--- src/rtl/sdram_write_fifo.sv ---
// rtl/sdram_write_fifo.sv - Wishbone write buffer feeding the SDRAM write stage as contiguous bursts
module sdram_write_fifo #(
    parameter int DEPTH_LOG2 = 4
) (
    input  logic        clk,
    input  logic        rst,
    input  logic        wb_cyc,
    input  logic        wb_stb,
    input  logic        wb_we,
    input  logic [3:0]  wb_sel,
    input  logic [31:0] wb_adr,
    input  logic [31:0] wb_dat_i,
    output logic        wb_ack,
    output logic        write_en,
    output logic [21:0] write_address,
    input  logic        write_ready,
    output logic [35:0] fifo_data,
    output logic        fifo_empty,
    input  logic        fifo_rd,
    output logic        fifo_full
);

    localparam int DEPTH = 1 << DEPTH_LOG2;
    localparam logic [DEPTH_LOG2:0] FULL_COUNT = {1'b1, {DEPTH_LOG2{1'b0}}};

    typedef enum logic [1:0] {IDLE, BURST, DRAIN, RELEASE} state_t;
    state_t state;

    logic [35:0]           mem [DEPTH];
    logic [DEPTH_LOG2-1:0] rd_ptr;
    logic [DEPTH_LOG2-1:0] wr_ptr;
    logic [DEPTH_LOG2:0]   count;
    logic [DEPTH_LOG2:0]   count_nxt;
    logic [21:0]           nxt;
    logic                  nxt_wrap;

    logic [21:0] wadr;
    logic [35:0] entry;
    logic        req;
    logic        contig;
    logic        accept;
    logic        pop;
    logic        unused_bits;

    assign wadr        = {wb_adr[22:2], 1'b0};
    assign entry       = {~wb_sel[1], ~wb_sel[0], ~wb_sel[3], ~wb_sel[2], wb_dat_i};
    assign req         = wb_cyc & wb_stb & wb_we & ~wb_ack;
    // A wrapped next address never counts as a continuation of the burst
    assign contig      = (wadr == nxt) & ~nxt_wrap;
    assign pop         = fifo_rd & ~fifo_empty;
    assign unused_bits = ^{wb_adr[31:23], wb_adr[1:0]};

    always_comb begin
        accept = 1'b0;
        case (state)
            IDLE:    accept = req & write_ready & ~fifo_full;
            BURST:   accept = req & contig & ~fifo_full;
            default: accept = 1'b0;
        endcase
    end

    always_comb begin
        count_nxt = count;
        if (accept && !pop)
            count_nxt = count + 1'b1;
        else if (!accept && pop)
            count_nxt = count - 1'b1;
    end

    always_ff @(posedge clk) begin
        if (accept)
            mem[wr_ptr] <= entry;
    end

    assign fifo_data = fifo_empty ? 36'd0 : mem[rd_ptr];

    always_ff @(posedge clk) begin
        if (rst) begin
            state         <= IDLE;
            wb_ack        <= 1'b0;
            write_en      <= 1'b0;
            write_address <= 22'd0;
            nxt           <= 22'd0;
            nxt_wrap      <= 1'b0;
            rd_ptr        <= '0;
            wr_ptr        <= '0;
            count         <= '0;
            fifo_empty    <= 1'b1;
            fifo_full     <= 1'b0;
        end else begin
            wb_ack     <= accept;
            count      <= count_nxt;
            fifo_empty <= (count_nxt == '0);
            fifo_full  <= (count_nxt == FULL_COUNT);
            if (accept)
                wr_ptr <= wr_ptr + 1'b1;
            if (pop)
                rd_ptr <= rd_ptr + 1'b1;

            case (state)
                IDLE: begin
                    if (accept) begin
                        write_address    <= wadr;
                        {nxt_wrap, nxt}  <= {1'b0, wadr} + 23'd2;
                        write_en         <= 1'b1;
                        state            <= BURST;
                    end
                end
                BURST: begin
                    if (accept)
                        {nxt_wrap, nxt} <= {1'b0, nxt} + 23'd2;
                    else if (!wb_cyc || (req && !contig))
                        state <= DRAIN;
                end
                DRAIN: begin
                    if (fifo_empty) begin
                        write_en <= 1'b0;
                        state    <= RELEASE;
                    end
                end
                RELEASE: begin
                    if (write_ready)
                        state <= IDLE;
                end
                default: state <= IDLE;
            endcase
        end
    end

endmodule

--- config.mk ---
export PLATFORM = sky130hd
export DESIGN_NAME = sdram_write_fifo
export DESIGN_NICKNAME = d
export VERILOG_FILES = /design/src/rtl/sdram_write_fifo.sv
export SDC_FILE = /design/constraint.sdc
export NUM_CORES = 1
export LEC_CHECK = 0
export CORE_MARGIN = 1.5
export CORE_UTILIZATION = 54
export DETAILED_ROUTE_END_ITERATION = 10
export HOLD_SLACK_MARGIN = 0.05
export PLACE_DENSITY = 0.73
export SLEW_MARGIN = 10
export SYNTH_ARGS = -nofsm -noshare
export SYNTH_HDL_FRONTEND = slang
export SYNTH_SLANG_ARGS = --single-unit
--- constraint.sdc ---
create_clock -name clk -period 5.76 [get_ports clk]
set_input_delay 0.576 -clock clk [delete_from_list [all_inputs] [get_ports clk]]
set_output_delay 0.576 -clock clk [all_outputs]
set_load 0.01 [all_outputs]
==> run_results.csv <==
group,metric,value,unit
sta,rsz0062_at_grt,"false",
clock_tree,cts_tree,"built",
yosys,yosys.area.top_type,"edfxtp_1",
power_and_ir_drop,power.static_leakage,9.09,nW
yosys,ys_seq_elements,642,
clock_tree,clockBufferDepth,3,
power_and_ir_drop,peakVddDrop,233,uV
power_and_ir_drop,p_per_area,365,nW/um^2
layout,antenna_cells,0,
route,detail-route-antenna-nets,0,
global_routing,grt_pass1_wl,82900,um
power_and_ir_drop,power_frac_seq,48.2,%
flow_run,maxCapViolations,0,
global_routing,antenna_found_initial,1,
power_and_ir_drop,p_comb_share,15.3,%
clock_tree,clk_pin_slew,0.06,ns
sta,final.min_clock_period,4.03,ns
yosys,synth_area_leaders,"edfxtp_1, mux4_2, dfxtp_1",
global_routing,grt_usage,22.7,%
route,routedWlPerCell,25.3,um
global_routing,grtUsageMet1,32.5,%
sta,hold_viol,0,
layout,synthToLayoutAreaGrowth,15.9,%
power_and_ir_drop,net-switching-power,0.00262,W
floorplan,initial_core_util,54.9,%
yosys,synth_cell_types,59,
route,viasPerCell,6.07,
global_routing,grt.busiest_layer,"met2",
worst_setup_path,required,5.18,ns
yosys,synthTopCellsByCount,"edfxtp_1, mux4_2, nand2_1",
sta,finClkSkew,0.0135,ns
yosys,synth_edf_count,576,
floorplan,ios,137,
yosys,yosysWarnings,0,
run_status,status,"finished, violations left",
run_status,failed_checks,"DRC",
worst_setup_path,cp.arrival,3.46,ns
worst_setup_path,crit_chain,"buf_12 > mux4_2 > mux4_2 > and2_1 > clkdlybuf4s50_1",
yosys,synth_most_common_cell,"edfxtp_1",
placed_design,portBuffers,124,
sta,fmax,248,MHz
sta,whs,0.457,ns
clock_tree,clock_latency,0.62,ns
yosys,async_reset_ff_share,0,%
sta,finalSetupViolCount,0,
route,drt_iter0_markers,1213,
worst_setup_path,slowest_stage,"mux4_2",
clock_tree,cts.htree.levels,2,
route,drt-pass1-iter-count,10,
clock_tree,clkSinkCount,642,
floorplan,die_y,221,um
power_and_ir_drop,clkPwrFrac,36.5,%
yosys,synth_top_area_share,67.3,%
clock_tree,numCtsBuffers,61,
route,via_count,13100,
worst_hold_path,hp-class,"reg2reg",
yosys,synth_area_per_cell,19.0,sq um
worst_setup_path,worstSetupPathType,"reg2out",
route,drc,6,
sta,worstMarginPinSlew,1.14,ns
global_routing,grt.met2_usage,37.1,%
floorplan,rows,79,
yosys,syn_area,25700,sq um
floorplan,core_area,46800,sq um
global_routing,use_met3,4.06,%
worst_setup_path,path_common_cell,"mux4_2",
worst_setup_path,worstSetupEndpointType,"output pin",
global_routing,grt_pass1_vias,13300,
power_and_ir_drop,p_sw_share,24.1,%
worst_setup_path,path_buf_inv,2,
sta,finalCritPeriodShare,70.0,%
yosys,synthCells,1351,
worst_setup_path,critPathTopFamily,"multiplexers",
placed_design,place_congestion,0.837,
placed_design,dp_hpwl,29900,um
sta,layout_setup_ws,1.73,ns
clock_tree,root_buffer,"clkbuf_16",
route,drt_wl_total,54500,um
clock_tree,post_cts_resized,0,
floorplan,fp.dieW,221,um
clock_tree,postCtsHoldBufs,0,
layout,final_nets,1585,
layout,drive_gt1_share,21.9,%
sta,drv_slew,0,
global_routing,grt_overflow,0,
yosys,synth_nets,1439,
power_and_ir_drop,p_int,0.00824,W
worst_setup_path,start_kind,"flop",
sta,slew_headroom,24.3,%
worst_setup_path,max_stage_delay,0.58,ns
floorplan,dieArea,48900,sq um
placed_design,dp_slack,1.37,ns
sta,totalNegativeSetupSlack,0,ns
global_routing,grt_max_degree,85,
yosys,synth_ff_type,"edfxtp_1",
worst_setup_path,path_max_fanout,51,
clock_tree,cts_setup_buffers,0,
yosys,ys_seq_area_share,72.5,%
worst paths after layout:
check | startpoint | cells after the start | slack, ns | endpoint
worst max-delay path | flop | 5 | 1.73 | fifo_data[4]
worst min-delay path | write_address[14] | 2 | 0.46 | write_address[14]
worst max register to register | state[0] | 9 | 1.97 | mem[3][30]
worst min register to register | write_address[14] | 2 | 0.46 | write_address[14]
layout by cell type (no fill, tap or decap), types with 16 or more instances in the layout:
master	synthesis	layout
nand3_1	18	18
buf_4	2	30
nand2_1	92	92
a21oi_1	46	46
dfxtp_1	66	62
o21ai_0	19	19
clkdlybuf4s50_1	0	123
clkbuf_16	0	62
edfxtp_1	576	576
and2_1	39	39
nor2_1	47	35
xor2_1	16	16
inv_1	17	17
xnor2_1	31	31
mux4_2	180	180
per-stage QoR:
| stage | area, sq um | util (%) | total power [W] | instances |
|---|---|---|---|---|
| 2_1_floorplan | 25700 | - | 0.00644 | 1351 |
| 3_3_place_gp | 27800 | 59.4 | 0.00699 | 2041 |
| 3_5_place_dp | 27800 | 59.4 | 0.00702 | 2041 |
| 4_1_cts | 29800 | 63.7 | 0.0110 | 2155 |
| 5_1_grt | 29800 | 63.7 | 0.0113 | 2155 |
| 6_report | 29800 | 63.7 | 0.0109 | 2155 |
power by group through the flow:
stage	Combinational (W)	Sequential [W]	Clock [W]
final	0.00166	0.00524	0.00396
after global routing	0.00179	0.00525	0.00421
after CTS	0.00168	0.00524	0.00403
after detailed placement	0.00168	0.00534	0
after global placement	0.00165	0.00534	0
after floorplan	0.00113	0.00530	0
cell families (layout without fill, tap and decap cells):
group / after synthesis / in the layout / share of synthesized area [%]
muxes: 184 / 184 / 15.9
other: 1 / 1 / 0.0146
buffers and inverters: 93 / 290 / 1.57
DFF: 642 / 642 / 72.5
and+or+nand+nor: 261 / 261 / 5.06
AOI/OAI and AO/OA: 109 / 109 / 2.65
adders and majority gates: 13 / 13 / 0.633
xor gates and xnor gates: 48 / 48 / 1.67
cell type report:
class	count	area [sq um]
tap	607	759
timing repair buffer	159	1560
clock buffer	75	1600
inverter	17	63.8
fill	3165	17000
clock inverter	39	385
sequential	642	18600
multi-input combinational	616	6780
sequential cells by signal (all words and copies together), names as in the netlist, named ones only:
signal / flops
mem: 576
wb_ack: 1
write_address: 21
wr_ptr: 4
fifo_full: 1
nxt: 21
count: 5
fifo_empty: 1
write_en: 1
nxt_wrap: 1
state: 2
rd_ptr: 4
worst register-to-register path, cell delays in order (launching register included):
cell	delay, ns
dfxtp_1	0.33
inv_1	0.11
ha_1	0.31
a21oi_1	0.16
or3_1	0.36
nor2_2	0.30
a31o_1	0.27
nand2_1	0.27
nor3_2	0.91
buf_4	0.44
per-layer routing:
metal  share of wire, %  up-vias
met4                1.6        2
met1                 42     6807
li1                   -     5738
met3                6.8       67
met2                 49      464
met5              0.017        -
(Power assumes the default switching activity.)
==> RTL change, RTL diff (same settings) <==
The parameter `DEPTH_LOG2` goes from 4 to 3.
--- a/src/rtl/sdram_write_fifo.sv
+++ b/src/rtl/sdram_write_fifo.sv
@@ -1,6 +1,6 @@
 // rtl/sdram_write_fifo.sv - Wishbone write buffer feeding the SDRAM write stage as contiguous bursts
 module sdram_write_fifo #(
-    parameter int DEPTH_LOG2 = 4
+    parameter int DEPTH_LOG2 = 3
 ) (
     input  logic        clk,
     input  logic        rst,
Check against the original RTL: no difference found for any inputs over 4 cycles, from zero or initial values and one cycle with rst high; that may be too few to reach the edited logic, so the function may still have changed.
==> RTL change against the original RTL <==
- power fell by 44%
- register-to-register slack got worse by 0.07 ns
- cell area fell by 41%
- wire length fell by 46%
- combinational power fell by 41%
- setup slack improved by 0.17 ns
- sequential cell count fell by 292
- area after synthesis fell by 43%
- sequential power fell by 44%
- largest power group unchanged
==> RTL change: results (changes against the original RTL) <==
Ranked by instance count, the synthesized netlist is headed by sky130_fd_sc_hd__edfxtp_1, sky130_fd_sc_hd__nor2_1, sky130_fd_sc_hd__mux4_2. The origin of the worst min-delay path is rd_ptr[1]. The slack of the worst reg-to-reg path is 1.90 ns (-0.07 ns). The switching portion of total power is 24.54% (+0.43 points). Minimum setup slack after placement: 1.516 ns (+0.1460 ns).

The number of DRC violations after detailed-routing iteration 0 is 689 (-43%), and the power share of the combinational group is 16.0% (+0.7 points). The maximum number of pins on one net before global-route repair is 56 (-34%), and the number of enable flip-flop cells after synthesis is 288 (-50%). The tools report the number of filler cells placed in the layout as 1,869 (-41%).

The net count of the finished layout was 1,142 (-28%); the number of distinct library cells after synthesis was 65 (+10%). Smallest hold slack: 0.4800 ns (+0.02253 ns). The largest registers in the layout are mem (288), nxt (21), write_address (21).

The maximum fanout along the worst path works out to 55 (+7.8%). The run gives 2.95 mW (-44%) as the power attributed to sequential cells. The run gives 933 (-31%) as the instance count of the mapped netlist. The CTS root buffer was sky130_fd_sc_hd__clkbuf_16. For the detailed-routing iteration count for the pre-antenna-repair pass, the log shows 5 (-5).

Sorting the synthesized cells by area gives the leading types as sky130_fd_sc_hd__edfxtp_1, sky130_fd_sc_hd__mux4_2, sky130_fd_sc_hd__dfxtp_1. The cell area after placement was 16,350 sq um (-41%); the total power density per cell area was 350.7 nW/um^2 (-3.9%). The flow ran to the end, and the final reports show no timing, DRC or antenna violations. The tools report the largest clock skew in the final design as 0.01868 ns (+0.005218 ns).

The total track usage is 21.17% (-1.5 points). The reg-to-reg endpoint is mem[7][28]. Total vias in the final route: 8,244 (-37%). The data arrival time of the critical path was 4.03 ns (+0.57 ns).

Category of the most critical setup path: reg -> reg. The fraction of the mapped netlist area in compound gates came out at 3.725% (+1.1 points). For the number of clock buffers inserted by TritonCTS, the log shows 35 (-43%). On the critical path the largest part of the delay comes from buffers and inverters.

The wire length of the first global-routing pass was 46,090 microns (-44%); the global placement routability congestion was 0.8720 (+4.2%). The run gives 29.15% (+4.9 points) as the headroom to the max-slew limit. The share of synthesized area occupied by flip-flops and latches is 67.07% (-5.4 points). The multiplexer area fraction after synthesis was 15.22% (-0.71 points). The final cycle utilization of the critical path works out to 66.99% (-3.0 points). The number of antenna violations at the first check in global routing came out at 0 (-1). The maximum VDD drop was 226.7 uV (-2.7%); the parity-gate share of the synthesized area counting xor and xnor cells was 2.910% (+1.2 points). The detailed placer's ending HPWL was 17,460 microns (-42%); the leakage power was 5.642 nW (-38%). The synthesized net count came out at 1,018 (-29%). The share of post-route cells with drive strength above 1 works out to 16.08% (-5.8 points). The adder-cell area share of the yosys netlist is 0.8485% (+0.22 points).

Number of non-filler instances in the completed layout: 1,423 (-34%).
-- RTL change: cell types whose count changed in the layout (fill, tap and decap cells not counted), sizes merged, moves of 37 or more --
cell	delta
and2	-37
edfxtp	-288
mux2i	+57
mux4	-108
nand2	-52
nor2	+48
-- RTL change: per-layer routing --
metal  global-route usage [%]  share of wire, %
met4                    5.435               1.7
met2                    36.01                50
met5                        0                 0
met1                    28.74                44
met3                    3.385               4.9
-- RTL change: kinds of logic after synthesis --
kind of cell    after synthesis
xor+xnor                     49
other cells                   1
fa+ha+maj                    10
mux                         133
compound gates               86
flops                       350
buf+inv                      75
simple gates                229
-- RTL change: cell type report --
class,instances,area [sq um],area share (%)
clock buffers,50,993.5,5.688
clock inverters,12,122.6,0.7021
inverters,20,75.07,0.4298
multi-input cells,508,4567,26.15
flip-flops and latches,350,9897,56.67
well taps,341,426.7,2.443
repair buffers,142,1384,7.923
